**src/rtl/load_store_unit.sv**
```systemverilog
// MEM-stage load/store unit: one request at a time, drives a byte-lane memory port,
// performs load extraction/merge and store lane alignment, returns data or error.
module load_store_unit #(
   parameter int ADDR_WIDTH = 32
) (
   input  logic                  clk,
   input  logic                  rst_n,
   input  logic                  req_valid,
   output logic                  req_ready,
   input  logic [3:0]            req_op,
   input  logic [ADDR_WIDTH-1:0] req_addr,
   input  logic [31:0]           req_wdata,
   input  logic [31:0]           req_rt,
   output logic [ADDR_WIDTH-1:0] mem_addr,
   output logic [31:0]           mem_data,
   output logic [3:0]            mem_we,
   input  logic [31:0]           mem_q,
   output logic                  resp_valid,
   input  logic                  resp_ready,
   output logic [31:0]           resp_rdata,
   output logic                  resp_err
);

   localparam logic [3:0] OP_LB  = 4'd0,  OP_LBU = 4'd1,  OP_LH  = 4'd2,  OP_LHU = 4'd3;
   localparam logic [3:0] OP_LW  = 4'd4,  OP_LWL = 4'd5,  OP_LWR = 4'd6;
   localparam logic [3:0] OP_SB  = 4'd8,  OP_SH  = 4'd9,  OP_SW  = 4'd10;
   localparam logic [3:0] OP_SWL = 4'd11, OP_SWR = 4'd12;

   typedef enum logic [1:0] {IDLE, ACCESS, RESP} state_t;

   state_t      state, state_nx;
   logic [3:0]  op_r;
   logic [1:0]  b_r;
   logic [31:0] rt_r;
   logic [3:0]  we_r;

   logic [1:0]  req_b;
   logic        illegal, misaligned, bad;
   logic [3:0]  st_we;
   logic [31:0] st_data;

   // Request decode: store lanes are resolved at accept time, so ACCESS only replays them.
   assign req_b = req_addr[1:0];

   always_comb begin
      illegal    = 1'b0;
      misaligned = 1'b0;
      st_we      = 4'h0;
      st_data    = req_wdata;
      case (req_op)
         OP_LB, OP_LBU, OP_LWL, OP_LWR: ;
         OP_LH, OP_LHU: misaligned = req_b[0];
         OP_LW:         misaligned = |req_b;
         OP_SB: begin
            st_we   = 4'b0001 << req_b;
            st_data = {4{req_wdata[7:0]}};
         end
         OP_SH: begin
            misaligned = req_b[0];
            st_we      = req_b[1] ? 4'b1100 : 4'b0011;
            st_data    = {2{req_wdata[15:0]}};
         end
         OP_SW: begin
            misaligned = |req_b;
            st_we      = 4'hF;
         end
         OP_SWL: begin
            st_we   = ~(4'hE << req_b);
            st_data = req_wdata >> {~req_b, 3'b000};
         end
         OP_SWR: begin
            st_we   = 4'hF << req_b;
            st_data = req_wdata << {req_b, 3'b000};
         end
         default: illegal = 1'b1;
      endcase
   end

   assign bad = illegal | misaligned;

   logic [4:0]  sh_lo, sh_hi;
   logic [31:0] w_sh, ld_data;

   // sh_hi is 8*(3-b); for a 2-bit b, 3-b equals ~b.
   assign sh_lo = {b_r, 3'b000};
   assign sh_hi = {~b_r, 3'b000};
   assign w_sh  = mem_q >> sh_lo;

   always_comb begin
      ld_data = 32'h0;
      case (op_r)
         OP_LB:   ld_data = {{24{w_sh[7]}}, w_sh[7:0]};
         OP_LBU:  ld_data = {24'h0, w_sh[7:0]};
         OP_LH:   ld_data = {{16{w_sh[15]}}, w_sh[15:0]};
         OP_LHU:  ld_data = {16'h0, w_sh[15:0]};
         OP_LW:   ld_data = mem_q;
         OP_LWL:  ld_data = (mem_q << sh_hi) | (rt_r & ~(32'hFFFF_FFFF << sh_hi));
         OP_LWR:  ld_data = (mem_q >> sh_lo) | (rt_r & ~(32'hFFFF_FFFF >> sh_lo));
         default: ld_data = 32'h0;
      endcase
   end

   always_comb begin
      state_nx = state;
      case (state)
         IDLE:    if (req_valid) state_nx = bad ? RESP : ACCESS;
         ACCESS:  state_nx = RESP;
         RESP:    if (resp_ready) state_nx = IDLE;
         default: state_nx = IDLE;
      endcase
   end

   always_ff @(posedge clk) begin
      if (!rst_n) begin
         state      <= IDLE;
         op_r       <= 4'h0;
         b_r        <= 2'b00;
         rt_r       <= 32'h0;
         we_r       <= 4'h0;
         mem_addr   <= '0;
         mem_data   <= 32'h0;
         resp_rdata <= 32'h0;
         resp_err   <= 1'b0;
      end else begin
         state <= state_nx;
         case (state)
            IDLE: if (req_valid) begin
               op_r       <= req_op;
               b_r        <= req_b;
               rt_r       <= req_rt;
               resp_rdata <= 32'h0;
               resp_err   <= bad;
               if (!bad) begin
                  mem_addr <= req_addr;
                  mem_data <= st_data;
                  we_r     <= st_we;
               end
            end
            ACCESS:  resp_rdata <= ld_data;
            default: ;
         endcase
      end
   end

   // Gating with rst_n keeps a reset asserted mid-ACCESS from committing a write.
   assign mem_we     = (state == ACCESS && rst_n) ? we_r : 4'h0;
   assign req_ready  = (state == IDLE);
   assign resp_valid = (state == RESP);

endmodule
```
**config.mk**
```make
export PLATFORM = sky130hd
export DESIGN_NAME = load_store_unit
export DESIGN_NICKNAME = d
export VERILOG_FILES = /design/src/rtl/load_store_unit.sv
export SDC_FILE = /design/constraint.sdc
export NUM_CORES = 1
export LEC_CHECK = 0
export CAP_MARGIN = 25
export CELL_PAD_IN_SITES_DETAIL_PLACEMENT = 1
export CELL_PAD_IN_SITES_GLOBAL_PLACEMENT = 2
export CORE_MARGIN = 4
export CORE_UTILIZATION = 28
export CTS_BUF_LIST = sky130_fd_sc_hd__clkbuf_8
export CTS_CLUSTER_SIZE = 25
export DETAILED_ROUTE_END_ITERATION = 6
export GPL_TIMING_DRIVEN = 0
export MAX_ROUTING_LAYER = met4
export PLACE_DENSITY_LB_ADDON = 0.08
export RECOVER_POWER = 50
export SYNTH_ARGS = -nofsm -noshare
export SYNTH_HDL_FRONTEND = slang
export SYNTH_SLANG_ARGS = --single-unit
export TNS_END_PERCENT = 50
```
**constraint.sdc**
```tcl
create_clock -name clk -period 1.96 [get_ports clk]
set_input_delay 0.392 -clock clk [delete_from_list [all_inputs] [get_ports clk]]
set_output_delay 0.392 -clock clk [all_outputs]
set_load 0.01 [all_outputs]
```
; Word-level counts from Yosys, hierarchy flattened
; Cells that the tools add are included.
[totals]
word_cells = 76
inputBits = 136
out_inout_bits = 103
reg_bits = 141
[op_classes]
n_eq_ne = 21
bitwise = 11
shift = 9
muxes = 13
n_reduce_logical = 13
[op_table]
columns = op, count
row1 = case mux 32 bit (7 select lines), 1
row2 = case mux 32 bit (4 select lines), 1
row3 = bitwise AND 32 bit, 2
row4 = inverter 32 bit, 2
row5 = bitwise OR 32 bit, 2
row6 = case mux 32 bit (2 select lines), 1
row7 = << shifter 32 x 5 -> 32 bit, 2
row8 = >> shifter 32 x 5 -> 32 bit, 2
row9 = 2-to-1 mux 32 bit, 1
row10 = "<< shifter 32 x 5 -> 32 bit, first input constant", 1
row11 = ">> shifter 32 x 5 -> 32 bit, first input constant", 1
row12 = "equality test 4 x 3 -> 1 bit, second input constant", 6
row13 = "equality test 4 bit, second input constant", 5
row14 = case mux 4 bit (5 select lines), 1
row15 = "equality test 4 x 2 -> 1 bit, second input constant", 4
row16 = OR reduction 12 bit, 1
row17 = "equality test 4 x 1 -> 1 bit, second input constant", 2
row18 = zero test 4 bit, 2
row19 = 2-to-1 mux 4 bit, 2
row20 = "<< shifter 4 x 2 -> 4 bit, first input constant", 2
row21 = 2-to-1 mux 2 bit, 3
row22 = case mux 2 bit (3 select lines), 1
row23 = AND reduction 2 bit, 3
row24 = inverter 2 bit, 2
row25 = 16 further kinds, 17

; Logic depth before layout (Yosys ltp)
[logic_depth]
ltp_word = 7
depth_mapped = 8
ltp_nobuf = 5

; Least setup slack after synthesis
; No wires, ideal clock.
[synth_path]
path_type = register -> register
from = register b_r[0]
to = register resp_rdata[22]
setup_ns = 0.120
synth_period_minus_slack_ns = 1.776
arrival_time_ns = 1.657
path_stages_with_launch = 7
path_buffers = 2
setup_slack_ns = 0.184
t_required_ns = 1.840
path_cell_list = dfxtp_1 > buf_4 > buf_2 > mux2_2 > a221oi_1 > nor2_1 > o31a_1
[synth_via]
elab_chain_len = 7
word_cells_on_any_way = 13
cone_classes = shift: 4 / mux: 2 / bitwise: 7
[synth_lines]
columns = element, line
row1 = "start, declared", 33  ; logic [1:0] b_r;
row2 = "start signal, assigned", 129  ; b_r <= req_b;
row3 = inverter 2 bit, 86  ; assign sh_hi = {~b_r, 3'b000};
row4 = << shifter 32 x 5 -> 32 bit, 97  ; OP_LWL: ld_data = (mem_q << sh_hi) | (rt_r & ~(32'hFFFF_FFFF << sh_hi));
row5 = inverter 32 bit, 97
row6 = bitwise AND 32 bit, 97
row7 = bitwise OR 32 bit, 97
row8 = case mux 32 bit (7 select lines) *, 91  ; case (op_r)
row9 = case mux 32 bit (2 select lines) *, 126  ; case (state)
row10 = "end signal, assigned", 139  ; ACCESS: resp_rdata <= ld_data;
row11 = "end, declared", 20  ; output logic [31:0] resp_rdata,
; Every way passes the cells marked *; elsewhere a longest branch is shown, timed or not.
; A chain may end at the register's enable or synchronous reset.

; Final worst setup path
[layout_path]
from = input port req_addr[1]
to = register mem_data[13]
[layout_via]
elab_chain_len = 5
word_cells_on_any_way = 9
cone_classes = shift: 2 / mux: 2 / bitwise: 3 / reduce/logical: 2
[layout_lines]
columns = element, line
row1 = "start, declared", 11  ; input logic [ADDR_WIDTH-1:0] req_addr,
row2 = branches (longest 5 deep; another with >> shifter 32 x 5 -> 32 bit), --
row3 = "end signal, assigned", 135  ; mem_data <= st_data;
row4 = "end, declared", 15  ; output logic [31:0] mem_data,
; Parallel ways; which one is timed is not known.

==> results by group <==
CTS
  – Post-CTS Hold Buffers: 0
  – Root Buffer: clkbuf_8
  – CTS Buffer Depth: 2
  – CTS tree: yes
  – Inserted Clock Buffers: 17
  – CTS sink count: 141
  – Worst skew pair latency: around 0.46 ns
  – Worst-path clk slew: 0.10 ns
  – H-Tree Depth: 4

Synthesis
  – Seq cells post-synth: around 140
  – Syn Nets: 1174
  – Gate Count Post-Synth: 1038
  – Synth cell types: 63
  – Synth area leader: dfxtp_1
  – Top cells by area, synth: dfxtp_1, a21oi_1, nand2_1
  – Mapped Area: 8412 um2
  – Count leader, synth: nand2_1
  – Top FF cell, synth: dfxtp_1
  – Post-synth EDFFs: 0
  – Post-synth top area share: 0.3356
  – Synth Area per Inst: 8.104 um2
  – Seq/Total Area, Yosys: 0.3356
  – Async SR Flop Fraction: 0
  – Yosys warnings: 0
  – Synth cell count leaders: nand2_1, dfxtp_1, a21oi_1

Routing
  – Iter 0 DRT Violations: 698
  – Drt drc: 0
  – Antenna Violating Nets Remaining: 0
  – DR vias/cell: 5.528
  – WL per Instance: approximately 23 um
  – Initial DRT Pass Iterations: 7
  – Post-Route WL: slightly below 40 mm
  – Vias post-DR: 9430

Floorplanning
  – Die span in x: 181.3 um
  – Initial core utilization: 0.2838
  – I/O pins: approximately 240
  – Number of core rows: 63
  – Core ar.: 29640 um2
  – Die area: 32880 um2
  – Die Y: 181.3 um

Power and ir drop
  – Clock power frac: 0.318
  – Sw frac: 0.3494
  – Flop pwr share: 0.383
  – Power Density: 691.2 nW/um2
  – Sw Pwr: 0.002924 W
  – Worst VDD drop: 445.4 uV
  – Pint: around 0.0054 W
  – Leakage: 4.549 nW
  – Combinational share of power: 0.299

Min path
  – Worst min-delay path class: reg -> reg

Global route
  – Gr ovfl total: 0
  – Tot GR Track Use: 0.2386
  – Initial antenna violation count: 4
  – Largest net degree at the start of global routing: 17
  – First-pass GRT wire length: 59.62 mm
  – Vias in the first global route: between 9000 and 10000

Setup path
  – Critical path endpoint category: register
  – CP arrival: 2.35 ns
  – Crit Path Max Fanout: 10
  – WS Path Type: in -> reg
  – Critical Path RT: approximately 2.3 ns
  – Startpoint types: input port

Timing
  – Final Cycle Share: 1.024
  – RSZ-0062 raised after global routing: true
  – Clk_skew: 0.02110 ns
  – Final setup fails: 5
  – Final Max Tran Viols: 0
  – Final Hold Viols: 0
  – F_max: 498.0 MHz
  – Slew headroom: 0.5078
  – Min Tclk post-route: 2.008 ns
  – Setup_tns: -0.1396 ns
  – Worst setup margin: -0.04784 ns
  – Worst-Margin Slew: between 0.7 and 0.8 ns

Layout
  – Number of fill cells in the layout: between 3000 and 4000
  – Final nets: approximately 1400
  – Area grow syn2layout: 43.92%
  – Share of cells above drive strength 1: 0.1662
  – Fin cells: 1706
  – Multi-input combinational cell area: 5304 um2
  – Reg area: 2833 um2

Outcome
  – Status: finished, violations left
  – Failing checks: negative setup slack

Run
  – Max Cap Violations: 0

Placed design
  – Placed Cells: between 1500 and 2000
  – I/O Buffers: 236
  – Detail Placement HPWL: approximately 30 mm
  – Final Wtd Congestion: approximately 0.91
critical path: stages:
cell,delay [ns]
clkbuf_1,0.27
clkbuf_1,0.57
inv_1,0.22
nand4_1,0.16
buf_4,0.19
o211ai_1,0.13
o22ai_2,0.27
o22ai_1,0.12
stage by stage:
step	power [W]	hold slack (ns)	instance area, um2	util	worst slack, ns
finish	0.008368	0.4518	12110	0.4085	-0.04784
global route	0.008756	0.4656	12110	0.4085	-0.07362
CTS	0.008462	0.4488	11970	0.4039	0.001544
detailed placement	0.005690	0.4426	11270	0.3802	-1.116
global placement	0.005676	0.4349	11260	0.3800	-1.091
floorplan	0.004502	0.4329	8412	-	0.1837
layer usage:
| metal | GRT usage | part of all wire | vias to the layer above |
|---|---|---|---|
| met1 | 0.2977 | 0.43 | 4633 |
| met3 | 0.04751 | 0.056 | 41 |
| met2 | 0.4017 | 0.49 | 336 |
| met5 | - | 0 | - |
| met4 | 0.05134 | 0.017 | 0 |
| li1 | - | - | 4420 |
power groups by stage:
stage	sequential (W)	clock, W	combinational, W
finish	0.00321	0.00266	0.00250
global route	0.00323	0.00283	0.00269
CTS	0.00322	0.00273	0.00251
detailed placement	0.00328	0	0.00241
global placement	0.00327	0	0.00240
floorplan	0.00328	0	0.00122
flip-flops by register name, indices dropped and copies added (netlist names):
register / cells
b_r: 2
mem_addr: 32
mem_data: 32
op_r: 4
resp_err: 1
resp_rdata: 32
rt_r: 32
state: 2
we_r: 4
path summary, 6_finish.rpt:
check	start	end	slack, ns	depth (start not counted)
max	req_addr[1]	mem_data[13]	-0.05	8
min reg2reg	resp_rdata[28]	resp_rdata[28]	0.45	2
max reg2reg	b_r[0]	resp_rdata[25]	0.04	7
min	resp_rdata[28]	resp_rdata[28]	0.45	2
layout make-up:
cell class                      count  share of cell area
Antenna cell                        4           0.0008268
Buffer                            101             0.04961
Clock buffer                       17             0.01933
Clock inverter                     15             0.01530
Inverter                            8            0.002480
Multi-Input combinational cell    786              0.4381
Sequential cell                   141              0.2340
Tap cell                          390             0.04031
Timing Repair Buffer              244              0.2001
cells by family after synthesis:
family	share of synthesized area
AO/OA/AOI/OAI	0.2990
AND/OR/NAND/NOR	0.1830
flip-flops	0.3356
buffers and inverters	0.06485
multiplexers	0.1166
XOR/XNOR	0.001041
placed cells by master (no fill, tap or decap), types with 9 or more instances in the layout:
| cell | Yosys | layout |
|---|---|---|
| a21oi_1 | 127 | 124 |
| a222oi_1 | 22 | 22 |
| a22oi_1 | 16 | 16 |
| a32oi_1 | 9 | 9 |
| buf_2 | 31 | 17 |
| buf_4 | 13 | 19 |
| buf_6 | 5 | 9 |
| clkbuf_1 | 52 | 33 |
| clkbuf_2 | 0 | 18 |
| clkbuf_4 | 0 | 11 |
| clkbuf_8 | 0 | 17 |
| clkdlybuf4s50_1 | 0 | 133 |
| dfxtp_1 | 141 | 137 |
| dlygate4sd3_1 | 0 | 92 |
| mux2_2 | 38 | 37 |
| mux2i_1 | 35 | 26 |
| mux4_2 | 9 | 9 |
| nand2_1 | 165 | 165 |
| nand3_1 | 45 | 43 |
| nor2_1 | 35 | 34 |
| nor2b_1 | 35 | 33 |
| o2111ai_1 | 16 | 14 |
| o211ai_1 | 10 | 10 |
| o21ai_0 | 73 | 73 |
| o21ai_1 | 9 | 9 |
| o22ai_1 | 34 | 24 |
| o22ai_2 | 0 | 10 |
| o31a_1 | 15 | 15 |
timing repair:
action / CTS / global route
endpoints found under the setup margin: 146 / 110
gates resized for setup: 82 / 45
pin swaps: 6 / 6
gates cloned: 1 / 0
endpoints found under the hold margin: 0 / 0
setup buffers: 5 / 2
(Power assumes the default switching activity.)
